File: src/rtl/parity_stream.sv
// Streaming frame-parity checker: XORs every beat of a frame and reports parity, mismatch and beat count.
// Define PARITY_STREAM_ERRCNT_EN to add the saturating err_cnt output.
module parity_stream #(
  parameter int WIDTH = 8,
  parameter bit ODD   = 1'b0
) (
  input  logic             clk,
  input  logic             rst_n,
  input  logic             s_valid,
  output logic             s_ready,
  input  logic [WIDTH-1:0] s_data,
  input  logic             s_last,
  input  logic             s_par,
  output logic             m_valid,
  input  logic             m_ready,
  output logic             m_par,
  output logic             m_err,
  output logic [15:0]      m_beats
`ifdef PARITY_STREAM_ERRCNT_EN
  ,
  output logic [7:0]       err_cnt
`endif
);

  typedef enum logic {
    ACCUM = 1'b0,
    HOLD  = 1'b1
  } state_t;

  state_t      state;
  state_t      state_nxt;
  logic        live;
  logic        acc;
  logic [15:0] count;
  logic [15:0] count_inc;
  logic        beat_ok;
  logic        beat_par;
  logic        frame_par;
  logic        result_ok;

  assign beat_ok   = s_valid && s_ready;
  assign beat_par  = ^s_data;
  assign frame_par = acc ^ beat_par ^ ODD;
  assign result_ok = m_valid && m_ready;
  // Beat count sticks at all-ones so very long frames never report a small count.
  assign count_inc = (count == 16'hFFFF) ? count : count + 16'd1;

  // live holds s_ready low while in reset and for nothing else.
  always_ff @(posedge clk or negedge rst_n) begin
    if (!rst_n) begin
      state <= ACCUM;
      live  <= 1'b0;
    end else begin
      state <= state_nxt;
      live  <= 1'b1;
    end
  end

  always_comb begin
    state_nxt = state;
    case (state)
      ACCUM:   if (beat_ok && s_last) state_nxt = HOLD;
      HOLD:    if (m_ready) state_nxt = ACCUM;
      default: state_nxt = ACCUM;
    endcase
  end

  assign s_ready = live && (state == ACCUM);
  assign m_valid = (state == HOLD);

  // Running parity and count are cleared when the result is consumed.
  always_ff @(posedge clk or negedge rst_n) begin
    if (!rst_n) begin
      acc   <= 1'b0;
      count <= 16'd0;
    end else if (result_ok) begin
      acc   <= 1'b0;
      count <= 16'd0;
    end else if (beat_ok && !s_last) begin
      acc   <= acc ^ beat_par;
      count <= count_inc;
    end
  end

  always_ff @(posedge clk or negedge rst_n) begin
    if (!rst_n) begin
      m_par   <= 1'b0;
      m_err   <= 1'b0;
      m_beats <= 16'd0;
    end else if (beat_ok && s_last) begin
      m_par   <= frame_par;
      m_err   <= frame_par ^ s_par;
      m_beats <= count_inc;
    end
  end

`ifdef PARITY_STREAM_ERRCNT_EN
  // Counts consumed results that flagged a mismatch.
  always_ff @(posedge clk or negedge rst_n) begin
    if (!rst_n) begin
      err_cnt <= 8'd0;
    end else if (result_ok && m_err && (err_cnt != 8'hFF)) begin
      err_cnt <= err_cnt + 8'd1;
    end
  end
`endif

endmodule

File: config.mk
export PLATFORM = sky130hd
export DESIGN_NAME = parity_stream
export DESIGN_NICKNAME = d
export VERILOG_FILES = /design/src/rtl/parity_stream.sv
export SDC_FILE = /design/constraint.sdc
export NUM_CORES = 1
export LEC_CHECK = 0
export BUFFER_PORTS_ARGS = -buffer_cell sky130_fd_sc_hd__buf_2
export CAP_MARGIN = 10
export CORE_UTILIZATION = 25
export DETAILED_ROUTE_END_ITERATION = 8
export PLACE_DENSITY = 0.4
export SLEW_MARGIN = 20
export SYNTH_ARGS = -nofsm -noshare
export SYNTH_HDL_FRONTEND = slang
export SYNTH_SLANG_ARGS = --single-unit
File: constraint.sdc
create_clock -name clk -period 2 [get_ports clk]
set_clock_uncertainty 0.15 [all_clocks]
set_input_delay 0.5 -clock clk [delete_from_list [all_inputs] [get_ports clk]]
set_output_delay 0.5 -clock clk [all_outputs]
set_load 0.01 [all_outputs]
==> flow_summary.toml, run 1 <==
[finish]
mostFrequentLayoutCells = "dfrtp_1, buf_2, nand2_1"
finalNetCount = 280
drive_above_1_share = 0.328
diodes = 0
syn2layout_area_growth_pct = 32.4
post-route-cell-area_um2 = 2630
n_fill_cell = 842
final_common_cell = "dfrtp_1"
seq_area_um2 = 927
multiInputGateArea_um2 = 1060

[floorplan]
die_h_um = 91.1
coreArea_um2 = 7690
die_w_um = 91.1
floorplan.initialDensity = 0.258
io_pins = 34
rows = 32
dieArea_um2 = 8300

[placed_design]
place.gp.congestion = 0.792
place.port_buffers = 33
dpl-instance-area_um2 = 2390
place_hpwl_um = 3600
place_ws_ns = 0.0417

[synthesis]
synth_top_flop_cell = "dfrtp_1"
synth_area_um2 = 1980
synth_edf_count = 0
yosys-top-cells-area = "dfrtp_1, xnor2_1, nand2_1"
synthArstFlopShare = 1.00
yosysWarnings = 0
ys_ff_latch = 37
synth_seq_area_share = 0.467
synthesis.area_per_instance_um2 = 9.45
synthDistinctLibCells = 44
yosys.area.top_type = "dfrtp_1"
yosys.area.top_type_share = 0.467
synth_fp_nets = 225
synthCells = 210

[timing]
setup_slack_ns = 0.00979
holdWs_ns = -0.00205
fin_crit_sh = 0.995
hold_viol_final = 1
fin_crit_ns = 1.99
fmax_mhz = 502
rsz0062_at_grt = "true"
setup_viol = 0
report.final.slew_viol_count = 0
tns_ns = 0

[critical_path]
slowest_delay_ns = 0.56
worstSetupEndpointType = "flip-flop"
slowest_stage = "or4_4"
critPathKind = "reg2reg"
critPathMaxFanout = 4
critPathLaunchType = "flip-flop"
cp.arrival_ns = 2.02
ff2ff_path_depth = 6
crit_chain = "ha_4 -> nand4_1 -> or4_4 -> buf_6 -> and4_4 -> a22o_1"
reg2reg_to = "count[5]$_DFFE_PN0P_"
r2r_slack_ns = 0.01
crit_required_ns = 2.03
reg2reg_from = "count[1]$_DFFE_PN0P_"

[global_routing]
grt.total_usage = 0.131
grt.overflow.total = 0
grt_max_degree = 30
grt_pass1_wl_um = 8570
antenna_found_initial = 0
grt_pass1_vias = 1664

[cts]
ctsHoldBuffers = 0
cts-buffers-inserted = 5
clock_path_buffers = 2
path_clk_slew_ns = 0.08
cts.sinks = 37
clockRootBuffer = "clkbuf_8"
htree_num_levels = 2
worstSkewPairLatency_ns = 0.29
cts_tree = "yes"

[status]
status = "finished, violations left"
violations = "negative hold slack"

[min_path]
hold_class = "in2async"

[pwr]
leakage_nw = 1.20
vdd_ir_drop_max_v = 0.000212
p_per_area_nw_per_um2 = 721

[detailed_routing]
postRouteWirelength_um = 5070
drt_iter0_markers = 82
via_per_inst = 4.68
drc = 0
via_count = 1718
avgRoutedWirePerCell_um = 13.8
first_pass_iters = 5
drtAntennaViolNets = 0

[run]
maxCapViolCount = 0
[cells by family (layout without fill, tap and decap cells)]
kind of cell               Yosys count  in the layout  share of synthesized area
buffers and inverters               18             73                     0.0429
muxes                                1              1                    0.00504
other                                1              1                    0.00189
AOI/OAI and AO/OA                   58             58                      0.178
xor gates and xnor gates            22             22                      0.104
and+or+nand+nor                     72             72                      0.195
adders and majority gates            1              1                    0.00630
DFF                                 37             37                      0.467
[registers in the layout (all words and copies together) (netlist names)]
name     count
count       16
m_err        1
m_par        1
m_beats     16
live         1
acc          1
m_valid      1
[layer usage]
layer | wire (um) | up-vias | track usage | share of wire
met5 | 0 | - | 0 | 0
met4 | 78 | 0 | 0.0437 | 0.015
met3 | 149 | 7 | 0.0260 | 0.029
met2 | 2300 | 27 | 0.205 | 0.45
met1 | 2540 | 831 | 0.181 | 0.50
li1 | - | 853 | - | -
[repair_timing]
item | 4_1_cts | 5_1_grt
resized for setup | 0 | 31
setup endpoints to repair | 0 | 17
endpoints found under the hold margin | 0 | 0
buffers inserted | 0 | 6
[power by group]
group | switching [mW] | internal (mW)
combinational | 0.222 | 0.238
sequential | 0.0562 | 0.836
clock | 0.269 | 0.274
total | 0.547 | 1.35
[Yosys cell counts, types with 2 or more instances]
master    count
buf_2         2
o21ai_0      21
dfrtp_1      37
nand2_1      29
a31oi_1       6
nand4_1       4
xor2_1        6
buf_6         2
o21ai_1       3
inv_1         5
and2_1        3
nand3_1       5
a21oi_1       9
o22ai_1       4
nor2_1       12
a22o_1        6
o211ai_1      2
clkbuf_1      9
and3_1        4
xnor2_1      15
and4_1        2
nand4_2       2
[worst max path at each step]
| stage | startpoint | end | slack [ns] | cells after the start |
|---|---|---|---|---|
| after floorplan | m_valid$_DFF_PN0_ | count[10]$_DFFE_PN0P_ | 0.02 | 6 |
| after global placement | s_data[2] | m_err$_DFFE_PN0P_ | 0.06 | 6 |
| after detailed placement | s_data[2] | m_err$_DFFE_PN0P_ | 0.04 | 6 |
| after CTS | count[1]$_DFFE_PN0P_ | m_beats[5]$_DFFE_PN0P_ | 0.04 | 6 |
| after global routing | count[1]$_DFFE_PN0P_ | m_beats[3]$_DFFE_PN0P_ | -0.09 | 7 |
| final | count[1]$_DFFE_PN0P_ | count[5]$_DFFE_PN0P_ | 0.01 | 6 |
[worst max-delay path: cells and delay by family (launching register included)]
| family | cells | cell delay, ns |
|---|---|---|
| buffers and inverters | 1 | 0.15 |
| adders and majority gates | 1 | 0.17 |
| and+or+nand+nor | 3 | 0.81 |
| DFF | 1 | 0.40 |
| AOI/OAI and AO/OA | 1 | 0.21 |
[stage by stage]
stage	std cells	total power, mW	util
CTS	361	1.90	0.322
global placement	354	1.35	0.311
global route	367	2.01	0.342
finish	367	1.89	0.342
floorplan	210	1.15	-
detailed placement	354	1.35	0.311
[layout make-up]
type | count | area share
timing repair buffer | 61 | 0.156
clock buffer | 7 | 0.0329
tap | 102 | 0.0486
multi-input combinational | 155 | 0.402
inverter | 5 | 0.00714
sequential | 37 | 0.353
Note: power is estimated with default switching activity, not from simulation.
==> run 2: changes to the inputs <==
--- a/config.mk
+++ b/config.mk
@@ -5,6 +5,7 @@
 export SDC_FILE = /design/constraint.sdc
 export NUM_CORES = 1
 export LEC_CHECK = 0
+export ABC_AREA = 1
 export BUFFER_PORTS_ARGS = -buffer_cell sky130_fd_sc_hd__buf_2
 export CAP_MARGIN = 10
 export CORE_UTILIZATION = 25
==> run 2 against run 1 <==
Effect of this change:
- the run still ends with negative hold slack left
- flip-flop and latch count did not move
- via count up 10%
- worst setup slack better by 0.22 ns
- die area increased by 5.8%
- clock power down 2%
- synthesized cell count increased by 38%
- register-to-register slack better by 0.22 ns
- area after synthesis up 6.0%
- combinational power is 5.9% lower
- highest routed layer unchanged
==> flow_summary.toml, run 2 <==
[finish]
n_fill_cell = 916
diodes = 0
multiInputGateArea_um2 = 1010
mostFrequentLayoutCells = "nand2_1, inv_1, dfrtp_1"
drive_above_1_share = 0.192
final_common_cell = "nand2_1"
finalNonFillerCells = 438
syn2layout_area_growth_pct = 20.3
reg_top3 = "count: 16 flops, m_beats: 16 flops"
seq_area_um2 = 927
finalNetCount = 347

[synthesis]
yosys-top-cells-area = "dfrtp_1, nand2_1, inv_1"
synth_fp_nets = 304
synth_area_um2 = 2100
synthArstFlopShare = 1.00
ys_top_cells_by_count = "nand2_1, dfrtp_1, inv_1"
synth_edf_count = 0
yosys.area.top_type = "dfrtp_1"
synth.most_common_cell = "nand2_1"
synth_top_flop_cell = "dfrtp_1"
synth_seq_area_share = 0.440
synthCells = 289
yosys.area.top_type_share = 0.440
synthesis.area_per_instance_um2 = 7.28
yosysWarnings = 0
synthDistinctLibCells = 25
ys_ff_latch = 37

[global_routing]
grt.overflow.total = 0
grt_max_degree = 22
grt.met3_usage = 0.0251
grt_use_met1 = 0.177
grt_pass1_wl_um = 8950
met2_usage = 0.219
grt-busiest-layer = "met2"
grt.total_usage = 0.133
antenna_found_initial = 0
grt_pass1_vias = 1855

[detailed_routing]
via_count = 1893
drtAntennaViolNets = 0
avgRoutedWirePerCell_um = 12.1
first_pass_iters = 5
drc = 0
via_per_inst = 4.32
drt_iter0_markers = 108
postRouteWirelength_um = 5310

[timing]
rsz0062_at_grt = "false"
hold_viol_final = 16
fmax_mhz = 563
tns_ns = 0
fin_crit_ns = 1.77
fin_crit_sh = 0.887
report.final.slew_viol_count = 0
holdWs_ns = -0.0114
setup_viol = 0

[critical_path]
critPathKind = "reg2reg"
worstSetupEndpointType = "flip-flop"
crit_chain = "ha_1 -> nand3_2 -> nor3_2 -> nand3_2 -> buf_4 -> xor2_2 -> nand2_1 -> nand2_1"
cp_num_buf_inv = 1
crit_required_ns = 2.04
critPathLaunchType = "flip-flop"
slowest_delay_ns = 0.43
crit_cells = 8
critPathMaxFanout = 6
slowest_stage = "dfrtp_2"
ff2ff_path_depth = 8
critPathTopFamily = "simple AND/OR/NAND/NOR gates"
cp.arrival_ns = 1.81

[placed_design]
place_inst = 430
place.gp.congestion = 0.794
place_hpwl_um = 4000
place.port_buffers = 33

[status]
status = "finished, violations left"
violations = "negative hold slack"

[floorplan]
die_h_um = 93.7
die_w_um = 93.7
io_pins = 34
floorplan.initialDensity = 0.257
dieArea_um2 = 8780
rows = 33
coreArea_um2 = 8180

[cts]
cts_tree = "yes"
cts-buffers-inserted = 5
cts.sinks = 37
path_clk_slew_ns = 0.08
clock_path_buffers = 2
cts_setup_buffers = 0
worstSkewPairLatency_ns = 0.29
htree_num_levels = 2
clockRootBuffer = "clkbuf_8"
ctsHoldBuffers = 0

[run]
maxCapViolCount = 0

[pwr]
leakage_nw = 1.38
p_per_area_nw_per_um2 = 751
vdd_ir_drop_max_v = 0.000339

[min_path]
hold_class = "in2async"
[run 2: worst reg2reg max path, stage by stage, from the launching register on]
cell and delay, ns:
dfrtp_2 0.43, ha_1 0.20, nand3_2 0.12, nor3_2 0.21, nand3_2 0.12, buf_4 0.19
xor2_2 0.15, nand2_1 0.06, nand2_1 0.04
[run 2: what timing repair did]
action | in CTS | in global routing
hold endpoints to repair | 0 | 0
gates resized for setup | 0 | 1
setup endpoints to repair | 0 | 1
[run 2: worst paths after layout]
kind                                        startpoint                endpoint  slack, ns
min in group clk                               m_ready       m_valid$_DFF_PN0_       0.27
worst min register to register  m_beats[5]$_DFFE_PN0P_  m_beats[5]$_DFFE_PN0P_       0.32
max in group asynchronous                        rst_n    count[0]$_DFFE_PN0P_       1.23
worst max-delay path              count[0]$_DFFE_PN0P_    count[0]$_DFFE_PN0P_       0.23
worst min-delay path                             rst_n   count[10]$_DFFE_PN0P_      -0.01
worst max register to register    count[0]$_DFFE_PN0P_    count[0]$_DFFE_PN0P_       0.23
[run 2: metal layers]
metal  vias up  part of all wire
met2        26              0.46
met3         6             0.029
met1       873              0.50
met5         -                 0
met4         0             0.011
li1        988                 -
[run 2: through the flow]
step / hold WS, ns / utilization / setup WS (ns) / total power [mW] / instance area [um2]
final: -0.0114 / 0.309 / 0.225 / 1.90 / 2530
after global routing: 0.0194 / 0.309 / 0.0498 / 2.03 / 2530
after CTS: 0.00568 / 0.309 / 0.163 / 1.93 / 2530
after detailed placement: 0.315 / 0.299 / 0.185 / 1.39 / 2450
after global placement: 0.311 / 0.299 / 0.226 / 1.39 / 2450
after floorplan: 0.0544 / - / 0.258 / 1.20 / 2100
[run 2: layout make-up]
class,instances,share of cell area
Clock buffer,6,0.0287
Clock inverter,2,0.00396
Inverter,36,0.0534
Multi-Input combinational cell,210,0.399
Sequential cell,37,0.366
Tap cell,105,0.0519
Timing Repair Buffer,42,0.0969
[run 2: cell families (layout without fill, tap and decap cells)]
| kind of cell | after synthesis | count (layout) | synth area share |
|---|---|---|---|
| buf+inv | 42 | 86 | 0.0803 |
| xor+xnor | 6 | 6 | 0.0286 |
| other cells | 1 | 1 | 0.00178 |
| simple gates | 180 | 180 | 0.390 |
| fa+ha+maj | 1 | 1 | 0.00595 |
| flops | 37 | 37 | 0.440 |
| compound gates | 22 | 22 | 0.0535 |
[run 2: where the power goes]
part	internal, mW	leakage [nW]	switching (mW)
combinational	0.178	0.842	0.255
clock	0.242	0.0450	0.288
sequential	0.857	0.495	0.0795
total	1.28	1.38	0.622
